===== src/rtl/mem_stream_reader.sv =====
// mem_stream_reader: streams a run of sequential RAM words as a ready/valid
// stream. Reads are issued only when the output FIFO is certain to have room
// for them. The fixed RAM read latency is hidden behind a small shift register
// that tracks in-flight reads.

// Watches the output buffer bookkeeping for overflow and over-commitment.
module mem_stream_reader_chk #(
  parameter int BUF_DEPTH = 4,
  parameter int CNT_W     = 3
) (
  input logic             clk,
  input logic             rst_n,
  input logic             push,
  input logic             pop,
  input logic [CNT_W-1:0] fifo_count,
  input logic [CNT_W:0]   occupancy
);
  localparam logic [CNT_W-1:0] CNT_FULL  = CNT_W'(BUF_DEPTH);
  localparam logic [CNT_W:0]   OCC_LIMIT = (CNT_W + 1)'(BUF_DEPTH);

  // A push into a full buffer, or more reserved slots than the buffer holds, is a design bug.
  always @(posedge clk) begin
    if (rst_n) begin
      assert (!(push && !pop && (fifo_count == CNT_FULL)))
        else $error("mem_stream_reader: output FIFO overflow");
      assert (occupancy <= OCC_LIMIT)
        else $error("mem_stream_reader: buffer over-committed");
    end
  end
endmodule

module mem_stream_reader #(
  parameter int ADDR_WIDTH   = 6,
  parameter int DATA_WIDTH   = 14,
  parameter int READ_LATENCY = 2,
  parameter int BUF_DEPTH    = 4
) (
  input  logic                  clk,
  input  logic                  rst_n,
  input  logic                  cmd_valid,
  output logic                  cmd_ready,
  input  logic [ADDR_WIDTH-1:0] cmd_start_addr,
  input  logic [ADDR_WIDTH:0]   cmd_len,
  output logic [ADDR_WIDTH-1:0] mem_addr,
  input  logic [DATA_WIDTH-1:0] mem_rd_data,
  output logic                  out_valid,
  input  logic                  out_ready,
  output logic [DATA_WIDTH-1:0] out_data,
  output logic                  out_last,
  output logic                  busy,
  output logic                  done
);

  localparam int PTR_W = (BUF_DEPTH > 1) ? $clog2(BUF_DEPTH) : 1;
  localparam int CNT_W = $clog2(BUF_DEPTH + 1);
  localparam int OCC_W = CNT_W + 1;

  localparam logic [PTR_W-1:0]    PTR_LAST  = PTR_W'(BUF_DEPTH - 1);
  localparam logic [PTR_W-1:0]    PTR_ONE   = PTR_W'(1);
  localparam logic [CNT_W-1:0]    CNT_ONE   = CNT_W'(1);
  localparam logic [OCC_W-1:0]    OCC_LIMIT = OCC_W'(BUF_DEPTH);
  localparam logic [ADDR_WIDTH-1:0] ADDR_ONE = ADDR_WIDTH'(1);
  localparam logic [ADDR_WIDTH:0] REM_ONE   = (ADDR_WIDTH + 1)'(1);

  generate
    if ((READ_LATENCY != 1) && (READ_LATENCY != 2)) begin : g_bad_latency
      $error("mem_stream_reader: READ_LATENCY must be 1 or 2");
    end
    if (BUF_DEPTH < READ_LATENCY + 2) begin : g_bad_depth
      $error("mem_stream_reader: BUF_DEPTH must be at least READ_LATENCY+2");
    end
  endgenerate

  typedef enum logic [1:0] {
    S_IDLE  = 2'd0,
    S_READ  = 2'd1,
    S_DRAIN = 2'd2,
    S_DONE  = 2'd3
  } state_e;

  state_e state_q, state_d;

  // Command progress
  logic [ADDR_WIDTH-1:0] addr_q, addr_d;
  logic [ADDR_WIDTH:0]   remaining_q, remaining_d;

  // In-flight read tracker: one valid bit and one last-word tag per latency stage
  logic [READ_LATENCY-1:0] track_vld_q, track_vld_d;
  logic [READ_LATENCY-1:0] track_last_q, track_last_d;

  // Output FIFO
  logic [DATA_WIDTH-1:0] fifo_data_q [BUF_DEPTH];
  logic [BUF_DEPTH-1:0]  fifo_last_q;
  logic [PTR_W-1:0]      rd_ptr_q, rd_ptr_d;
  logic [PTR_W-1:0]      wr_ptr_q, wr_ptr_d;
  logic [CNT_W-1:0]      fifo_count_q, fifo_count_d;

  // Registered status outputs
  logic cmd_ready_q, cmd_ready_d;
  logic busy_q, busy_d;
  logic done_q, done_d;

  // Per-cycle decisions
  logic             accept_s;
  logic             issue_s;
  logic             push_s;
  logic             push_last_s;
  logic             pop_s;
  logic             drain_done_s;
  logic [CNT_W-1:0] inflight_s;
  logic [OCC_W-1:0] occupancy_s;

  // Handshakes, buffer occupancy and the issue decision for this cycle.
  always_comb begin
    accept_s    = cmd_valid && cmd_ready_q;
    push_s      = track_vld_q[READ_LATENCY-1];
    push_last_s = track_last_q[READ_LATENCY-1];
    pop_s       = (fifo_count_q != '0) && out_ready;
    inflight_s  = '0;
    for (int i = 0; i < READ_LATENCY; i++) begin
      inflight_s = inflight_s + CNT_W'(track_vld_q[i]);
    end
    // Reads already in flight reserve their FIFO slot; pops this cycle are not credited.
    occupancy_s = OCC_W'(fifo_count_q) + OCC_W'(inflight_s);
    issue_s     = (state_q == S_READ) && (remaining_q != '0) && (occupancy_s < OCC_LIMIT);
    // The final beat leaves on this edge once nothing else is buffered or pending.
    drain_done_s = (inflight_s == '0) &&
                   ((fifo_count_q == '0) || ((fifo_count_q == CNT_ONE) && pop_s));
  end

  // FSM state register.
  always_ff @(posedge clk or negedge rst_n) begin
    if (!rst_n) begin
      state_q <= S_IDLE;
    end else begin
      state_q <= state_d;
    end
  end

  // FSM next-state logic.
  always_comb begin
    state_d = state_q;
    case (state_q)
      S_IDLE: begin
        if (accept_s) begin
          state_d = (cmd_len == '0) ? S_DONE : S_READ;
        end else begin
          state_d = S_IDLE;
        end
      end
      S_READ: begin
        if (issue_s && (remaining_q == REM_ONE)) begin
          state_d = S_DRAIN;
        end else if (remaining_q == '0) begin
          state_d = S_DRAIN;
        end else begin
          state_d = S_READ;
        end
      end
      S_DRAIN: begin
        if (drain_done_s) begin
          state_d = S_IDLE;
        end else begin
          state_d = S_DRAIN;
        end
      end
      S_DONE: begin
        state_d = S_IDLE;
      end
      default: begin
        state_d = S_IDLE;
      end
    endcase
  end

  // FSM outputs, computed from the next state so they are registered with it.
  always_comb begin
    cmd_ready_d = (state_d == S_IDLE);
    busy_d      = (state_d != S_IDLE);
    done_d      = ((state_q == S_DRAIN) && drain_done_s) ||
                  (accept_s && (cmd_len == '0));
  end

  // Registered status outputs.
  always_ff @(posedge clk or negedge rst_n) begin
    if (!rst_n) begin
      cmd_ready_q <= 1'b1;
      busy_q      <= 1'b0;
      done_q      <= 1'b0;
    end else begin
      cmd_ready_q <= cmd_ready_d;
      busy_q      <= busy_d;
      done_q      <= done_d;
    end
  end

  // Address and remaining-count update: load on accept, advance on each issue.
  always_comb begin
    addr_d      = addr_q;
    remaining_d = remaining_q;
    if (accept_s) begin
      addr_d      = cmd_start_addr;
      remaining_d = cmd_len;
    end else if (issue_s) begin
      addr_d      = addr_q + ADDR_ONE;
      remaining_d = remaining_q - REM_ONE;
    end else begin
      addr_d      = addr_q;
      remaining_d = remaining_q;
    end
  end

  // Tracker shift: stage 0 records this cycle's issue, later stages age it.
  always_comb begin
    track_vld_d     = track_vld_q;
    track_last_d    = track_last_q;
    track_vld_d[0]  = issue_s;
    track_last_d[0] = issue_s && (remaining_q == REM_ONE);
    for (int i = 1; i < READ_LATENCY; i++) begin
      track_vld_d[i]  = track_vld_q[i-1];
      track_last_d[i] = track_last_q[i-1];
    end
  end

  // FIFO pointer and count update.
  always_comb begin
    wr_ptr_d     = wr_ptr_q;
    rd_ptr_d     = rd_ptr_q;
    fifo_count_d = fifo_count_q;
    if (push_s) begin
      wr_ptr_d = (wr_ptr_q == PTR_LAST) ? '0 : (wr_ptr_q + PTR_ONE);
    end else begin
      wr_ptr_d = wr_ptr_q;
    end
    if (pop_s) begin
      rd_ptr_d = (rd_ptr_q == PTR_LAST) ? '0 : (rd_ptr_q + PTR_ONE);
    end else begin
      rd_ptr_d = rd_ptr_q;
    end
    case ({push_s, pop_s})
      2'b10:   fifo_count_d = fifo_count_q + CNT_ONE;
      2'b01:   fifo_count_d = fifo_count_q - CNT_ONE;
      default: fifo_count_d = fifo_count_q;
    endcase
  end

  // Datapath registers: address, count, tracker and FIFO bookkeeping.
  always_ff @(posedge clk or negedge rst_n) begin
    if (!rst_n) begin
      addr_q       <= '0;
      remaining_q  <= '0;
      track_vld_q  <= '0;
      track_last_q <= '0;
      wr_ptr_q     <= '0;
      rd_ptr_q     <= '0;
      fifo_count_q <= '0;
    end else begin
      addr_q       <= addr_d;
      remaining_q  <= remaining_d;
      track_vld_q  <= track_vld_d;
      track_last_q <= track_last_d;
      wr_ptr_q     <= wr_ptr_d;
      rd_ptr_q     <= rd_ptr_d;
      fifo_count_q <= fifo_count_d;
    end
  end

  // FIFO storage: capture RAM data when the tracker's output stage is set.
  always_ff @(posedge clk or negedge rst_n) begin
    if (!rst_n) begin
      for (int i = 0; i < BUF_DEPTH; i++) begin
        fifo_data_q[i] <= '0;
      end
      fifo_last_q <= '0;
    end else if (push_s) begin
      fifo_data_q[wr_ptr_q] <= mem_rd_data;
      fifo_last_q[wr_ptr_q] <= push_last_s;
    end
  end

  assign cmd_ready = cmd_ready_q;
  assign busy      = busy_q;
  assign done      = done_q;
  assign mem_addr  = addr_q;
  assign out_valid = (fifo_count_q != '0);
  assign out_data  = fifo_data_q[rd_ptr_q];
  assign out_last  = fifo_last_q[rd_ptr_q] && (fifo_count_q != '0);

  mem_stream_reader_chk #(
    .BUF_DEPTH (BUF_DEPTH),
    .CNT_W     (CNT_W)
  ) u_chk (
    .clk        (clk),
    .rst_n      (rst_n),
    .push       (push_s),
    .pop        (pop_s),
    .fifo_count (fifo_count_q),
    .occupancy  (occupancy_s)
  );

endmodule


===== config.mk =====
export PLATFORM = sky130hd
export DESIGN_NAME = mem_stream_reader
export DESIGN_NICKNAME = d
export VERILOG_FILES = /design/src/rtl/mem_stream_reader.sv
export SDC_FILE = /design/constraint.sdc
export NUM_CORES = 1
export LEC_CHECK = 0
export BUFFER_PORTS_ARGS = -buffer_cell sky130_fd_sc_hd__buf_2
export CORE_MARGIN = 2
export CORE_UTILIZATION = 54
export DETAILED_ROUTE_END_ITERATION = 10
export PLACE_DENSITY = 0.85
export SLEW_MARGIN = 5
export SYNTH_ARGS = -nofsm -noshare
export SYNTH_HDL_FRONTEND = slang
export SYNTH_HIERARCHICAL = 1
export SYNTH_SLANG_ARGS = --single-unit

===== constraint.sdc =====
create_clock -name clk -period 3.7 [get_ports clk]
set_input_delay 0.185 -clock clk [delete_from_list [all_inputs] [get_ports clk]]
set_output_delay 0.185 -clock clk [all_outputs]
set_load 0.01 [all_outputs]

==> run metrics, run 1 <==
CTS Buffer Depth 2; Main synth FF type dfrtp_1; setup ws final 1.33 ns; post-synthesis register bit count 89; pin count of the biggest net entering global routing 90; WL per Instance 16.1 µm; number of global-route vias before repair 2,678; DP Worst Slack around 1.4 ns; clock latency on the worst-skew pair 0.37 ns; Slowest Stage Delay on Critical Path 0.52 ns; PnR Total Power 4190 µW; crit share post-route 64.0%; TritonCTS buffer count 9; I/O pin count 56; crit-path cells ha_1, ha_1, nor4b_4, o211ai_4, or3_2, a31oi_1; Final Non-Filler Cells approximately 470; CTS tree built; Worst Hold Class input port to asynchronous set/reset pin; Synth-to-Final Area Change 12.3%; top cells by area, synth dfrtp_1 52%, mux2_2 17%, mux4_2 8.0%, ha_1 4.7%, nand2_1 1.8%; RSZ-0062 raised after global routing no; core region area 7650 µm²; final core occ 62.1%; Placed Cells roughly 460; clock slew at reported path FFs 0.09 ns; CP most frequent cell ha_1; die width 92.5 µm; # Post-CTS Setup Buffers 0; final hold vios 0; WP data arrival 2.64 ns; Worst slew margin 28.4%; outcome finished, final reports clean; syn avg cell area roughly 14 µm²; Yosys cell types 44; Placer Congestion 0.781; post-cts resize count 0; Post-synth EDFFs 0; drt pass-1 iters 4; ratio of cells with drive above 1 in the final layout 43.1%; setup_tns 0 ns; leakage power 0.00212 µW; # rows 32; Final setup viols 0; H-Tree Depth 3; WS Path Type flop to flop; die footprint 8550 µm²; 1st-iter DRT viols 98; Initial Util between 50% and 60%; hold_buf cts 0; clock sinks 89; # nets final 411; total wire length 7600 µm; Startpoint Class flop; die height 92.5 µm; PwrDens 883 nW/µm²; syn_nets about 360; HPWL Detailed 5090 µm; CP Max Fanout 23; Syn Inst Count between 300 and 400; Yosys Warn Count 6; via count 2,623; Synth area leader dfrtp_1; cell area after synthesis 4230 µm²; gr usage total 19.5%; buffers added on ports 55; Ant. Diodes 0; top-count cell post-synth dfrtp_1; buffers plus inverters on the worst setup path 0; Worst VDD drop 0.000448 V; register area share after synthesis 52.7%; global-route wire length before repair approximately 13,000 µm; most instantiated cells after synthesis 88 x dfrtp_1, 62 x mux2_2, 20 x nand2_1; Slew @ Worst Pin 1.07 ns; post-synth top area share 52.1%; # DRC 0; antenna viol nets, final 0; Critical Path RT 3.98 ns; f_max 422 MHz; initial antenna violation count 0; max cap viols 0; count of final max-slew check failures 0; FFs w/ async S/R, synth 100%; CP top delay family simple AND/OR/NAND/NOR gates; crit path max-delay cell type or3_2; root buf cell clkbuf_8; DR vias/cell 5.57; Overflow after GRT 0; Final Skew 0.0149 ns; Crit. End Element flop; final worst path period need roughly 2.4 ns
-- layout by cell type, fill, tap and decap left out, types with 2 or more instances in the layout --
cell type   count
nor2_1         10
nor3_1          3
mux2i_1         2
xnor2_1         3
nand2b_1        2
clkbuf_1        2
inv_1          14
nor4_1          2
inv_6           2
o21ai_0         8
mux4_2         15
o21ai_2         2
mux2_2         62
a31oi_1         7
clkinvlp_4      2
o22ai_1         2
ha_1           16
or3_2           5
buf_2          54
nand3_1         5
xor2_1          2
o31ai_1         2
dfrtp_1        88
or3_1           3
buf_4           2
o21ai_1         5
and2_1          2
nand2_1        20
clkbuf_8        9
-- area by class of cell --
class                   count  area (µm²)
well taps                 102         128
clock buffers              11         131
clock inverters             5        62.6
flip-flops and latches     89        2230
repair buffers             56         285
multi-input cells         194        1860
inverters                  14        52.6
fillers                   614        2900
-- layer usage --
layer,part of all wire (%),wire (µm),global-route usage [%]
met5,0,0,0
met2,51,3870,32.7
met4,1.8,134,7.71
met3,4.1,314,4.56
met1,43,3280,24.8
-- flip-flops by register name, summed over array words and instances, names as in the netlist --
register,cells
fifo_last_q,4
fifo_count_q,3
rd_ptr_q,2
remaining_q,7
done,1
busy,1
mem_addr,6
wr_ptr_q,2
track_last_q,2
fifo_data_q,56
track_vld_q,2
state_q,2
cmd_ready,1
-- kinds of logic (layout without fill, tap and decap cells) --
| family | Yosys count | count (layout) | synth area share, % |
|---|---|---|---|
| adder cells (fa/ha/maj) | 16 | 16 | 4.74 |
| XOR/XNOR | 5 | 5 | 1.04 |
| AO/OA/AOI/OAI | 33 | 33 | 5.24 |
| flip-flops | 89 | 89 | 52.7 |
| buffers and inverters | 28 | 86 | 3.28 |
| multiplexers | 79 | 79 | 25.0 |
| AND/OR/NAND/NOR | 61 | 61 | 8.02 |
-- worst paths after layout --
kind	startpoint	end	slack, ns	cells after the start
min	rst_n	fifo_data_q[48]$_DFFE_PN0P_	0.01	1
max reg2reg	track_vld_q[1]$_DFF_PN0_	remaining_q[3]$_DFFE_PN0P_	1.33	6
min reg2reg	track_vld_q[0]$_DFF_PN0_	track_vld_q[1]$_DFF_PN0_	0.41	0
max in group asynchronous	rst_n	remaining_q[4]$_DFFE_PN0P_	3.00	1
min in group clk	cmd_start_addr[0]	mem_addr[0]$_DFFE_PN0P_	0.03	3
max	track_vld_q[1]$_DFF_PN0_	remaining_q[3]$_DFFE_PN0P_	1.33	6
-- where the power goes --
group	internal [µW]	switching [µW]
clock	318	352
sequential	1440	349
combinational	967	772
total	2720	1470
-- through the flow --
step	hold WS (ns)	instance area, µm²
floorplan	-0.111	4230
global placement	0.336	4550
detailed placement	0.396	4550
CTS	0.0146	4750
global route	0.0259	4750
finish	0.00976	4750
No activity file was read; power rests on OpenSTA's default activity.
==> inputs of run 2 (changes only) <==
--- a/config.mk
+++ b/config.mk
@@ -5,6 +5,7 @@
 export SDC_FILE = /design/constraint.sdc
 export NUM_CORES = 1
 export LEC_CHECK = 0
+export ABC_AREA = 1
 export BUFFER_PORTS_ARGS = -buffer_cell sky130_fd_sc_hd__buf_2
 export CORE_MARGIN = 2
 export CORE_UTILIZATION = 54
==> constraint.sdc (replaced) <==
create_clock -name clk -period 2.4 [get_ports clk]
set_input_delay 0.12 -clock clk [delete_from_list [all_inputs] [get_ports clk]]
set_output_delay 0.12 -clock clk [all_outputs]
set_load 0.01 [all_outputs]
==> run 2 against run 1 <==
Against the previous run: routed wire length grew 21%; worst hold slack gained 0.040 ns; clock power increased by 70%; register-to-register slack worse by 0.90 ns; count of clock-buffer cells in the layout increased by 1; clock skew down 0.0040 ns; global-route usage increased by 3.3 points; largest cell class unchanged.
==> run metrics, run 2 <==
outcome finished, final reports clean (unchanged); root buf cell clkbuf_8 (unchanged); # nets final 623 (was 411); die width 93.4 µm (was 92.5 µm); CTS tree built (unchanged); ratio of cells with drive above 1 in the final layout 17.0% (was 43.1%); antenna viol nets, final 0 (unchanged); pin count of the biggest net entering global routing 52 (was 90); clock sinks 89 (unchanged); Final Skew 0.0110 ns (was 0.0149 ns); Syn Inst Count 516 (was 311); TritonCTS buffer count 9 (unchanged); worst flop-to-flop path startpoint fifo_count_q[0]$_DFFE_PN0P_ (was track_vld_q[1]$_DFF_PN0_); Placed Area 4730 µm² (was 4550 µm²); Initial Util 55.9% (was 55.3%); commonest non-fill, non-tap cell in the layout nand2_1 (was dfrtp_1); Overflow after GRT 0 (unchanged); final hold vios 0 (unchanged); fill count 638 (was 614); PwrDens 1380 nW/µm² (was 883 nW/µm²); Placer Congestion 0.795 (was 0.781); Synth area leader dfrtp_1 (unchanged); Yosys Warn Count 6 (unchanged); most instantiated cells after synthesis 121 x nand2_1, 105 x o21ai_0, 88 x dfrtp_1 (was 88 x dfrtp_1, 62 x mux2_2, 20 x nand2_1); crit share post-route 81.9% (was 64.0%); drt pass-1 iters 5 (was 4); f_max 509 MHz (was 422 MHz); count of final max-slew check failures 0 (unchanged); Synth-to-Final Area Change 15.9% (was 12.3%); Internal 4030 µW (was 2720 µW); post-cts resize count 0 (unchanged); register area share after synthesis 51.6% (was 52.7%); buffers plus inverters on the worst setup path 4 (was 0); commonest non-fill, non-tap cells in the layout 121 x nand2_1, 105 x o21ai_0, 88 x dfrtp_1 (was 88 x dfrtp_1, 62 x mux2_2, 54 x buf_2); syn_nets 563 (was 358); crit-path cells inv_1, ha_1, inv_1, nor2_1, nor2_1, ha_1, inv_1, o21ai_0, xor2_1, inv_1 (was ha_1, ha_1, nor4b_4, o211ai_4, or3_2, a31oi_1); Final setup viols 0 (unchanged); WP data arrival 2.22 ns (was 2.64 ns); Slew @ Worst Pin 0.664 ns (was 1.07 ns); syn avg cell area 8.37 µm² (was 13.6 µm²); H-Tree Depth 3 (unchanged); Slowest Stage Delay on Critical Path 0.44 ns (was 0.52 ns); post-synth top area share 51.0% (was 52.1%); critical path startpoint fifo_count_q[0]$_DFFE_PN0P_ (was track_vld_q[1]$_DFF_PN0_); Worst VDD drop 0.000710 V (was 0.000448 V); clock latency on the worst-skew pair 0.36 ns (was 0.37 ns); clock slew at reported path FFs 0.09 ns (about the same); WL per Instance 13.4 µm (was 16.1 µm); sw frac 41.5% (was 35.1%); HPWL Detailed 6260 µm (was 5090 µm); Seq pwr share 38.4% (was 42.6%); Hold Crit Start cmd_start_addr[1]; I/O pin count 56 (unchanged); gr usage total 22.8% (was 19.5%); Gate power share 45.0% (was 41.5%); Critical Path RT 2.65 ns (was 3.98 ns); buffers added on ports 55 (unchanged); number of global-route vias before repair 3,474 (was 2,678); Largest register FFs 56 (unchanged); setup_tns 0 ns (unchanged); cell area after synthesis 4320 µm² (was 4230 µm²); # Post-CTS Setup Buffers 0 (unchanged); crit path max-delay cell type dfrtp_1 (was or3_2); Reg with most FFs fifo_data_q (unchanged); WS Path Type flop to flop (unchanged); Startpoint Class flop (unchanged); leakage power 0.00251 µW (was 0.00212 µW); WHS 0.0500 ns (was 0.00976 ns); design area 5010 µm² (was 4750 µm²); total wire length 9190 µm (was 7600 µm); final worst path period need 1.97 ns (was 2.37 ns); # DRC 0 (unchanged); P_sw 2860 µW (was 1470 µW); # rows 32 (unchanged); Worst Hold Class input port to flop (was input port to asynchronous set/reset pin); post-synthesis register bit count 89 (unchanged); CP most frequent cell inv_1 (was ha_1); top cells by area, synth dfrtp_1 51%, o21ai_0 12%, nand2_1 11%, ha_1 4.6%, nor2_1 4.5% (was dfrtp_1 52%, mux2_2 17%, mux4_2 8.0%, ha_1 4.7%, nand2_1 1.8%); RSZ-0062 raised after global routing no (unchanged); reg-to-reg slack, setup 0.43 ns (was 1.33 ns); core region area 7730 µm² (was 7650 µm²); Yosys cell types 26 (was 44); initial antenna violation count 0 (unchanged); CP top delay family adder cells (was simple AND/OR/NAND/NOR gates); Worst slew margin 55.8% (was 28.4%); FFs w/ async S/R, synth 100% (unchanged); hold_buf cts 6 (was 0); Crit. End Element flop (unchanged); CP Max Fanout 5 (was 23); power share of the clock group 16.5% (was 16.0%); 1st-iter DRT viols 260 (was 98); die footprint 8730 µm² (was 8550 µm²); die height 93.4 µm (was 92.5 µm); via count 3,565 (was 2,623); Main synth FF type dfrtp_1 (unchanged); global-route wire length before repair 15,800 µm (was 12,900 µm); CTS Buffer Depth 2 (unchanged); DR vias/cell 5.22 (was 5.57); PnR Total Power 6890 µW (was 4190 µW); top-count cell post-synth nand2_1 (was dfrtp_1); Post-synth EDFFs 0 (unchanged); Ant. Diodes 0 (unchanged); max cap viols 0 (unchanged)
==> run 2: per-stage QoR <==
step           worst slack (ns)  utilization, %  std cells
5_1_grt                   0.193            64.8        683
3_3_place_gp              0.586            61.2        661
6_report                  0.433            64.8        683
2_1_floorplan             0.673               -        516
3_5_place_dp              0.454            61.2        661
4_1_cts                   0.426            64.8        683
==> run 2: worst reg2reg max path: cells and delay by family (launching register included) <==
kind | cells | cell delay, ns
adders and majority gates | 2 | 0.48
DFF | 1 | 0.44
AOI/OAI and AO/OA | 1 | 0.20
xor gates and xnor gates | 1 | 0.17
and+or+nand+nor | 2 | 0.30
buffers and inverters | 4 | 0.27
==> run 2: final timing paths <==
kind / end / cells past startpoint
max in group asynchronous: wr_ptr_q[1]$_DFFE_PN0P_ / 3
min in group asynchronous: fifo_data_q[15]$_DFFE_PN0P_ / 2
worst min register to register: track_last_q[1]$_DFF_PN0_ / 0
worst max-delay path: fifo_count_q[2]$_DFFE_PN0P_ / 10
worst min-delay path: mem_addr[1]$_DFFE_PN0P_ / 5
worst max register to register: fifo_count_q[2]$_DFFE_PN0P_ / 10
==> run 2: area by class of cell <==
class                   count  area (µm²)  share of cell area (%)
flip-flops and latches     89        2230                    44.5
multi-input cells         357        1820                    36.3
repair buffers             72         433                    8.64
inverters                  47         179                    3.57
clock buffers              12         145                    2.90
well taps                 102         128                    2.55
clock inverters             4        76.3                    1.52
==> run 2: logic make-up after synthesis <==
logic type	count (synthesis)	synth area share, %
xor+xnor	8	1.62
simple gates	207	20.5
fa+ha+maj	16	4.63
flops	89	51.6
buf+inv	70	6.31
compound gates	126	15.3
==> run 2: power groups by stage <==
stage                     Combinational [µW]  Sequential [µW]  Clock (µW)
after CTS                               3140             2650        1150
after detailed placement                3100             2670           0
after global placement                  2970             2630           0
final                                   3100             2650        1140
after floorplan                         2240             2570           0
after global routing                    3560             2740        1220
==> run 2: layer usage <==
metal / routed length [µm] / GRT usage (%)
met4: 126 / 9.07
met2: 4480 / 38.2
met1: 4020 / 30.2
met5: 0 / 0
met3: 567 / 2.98
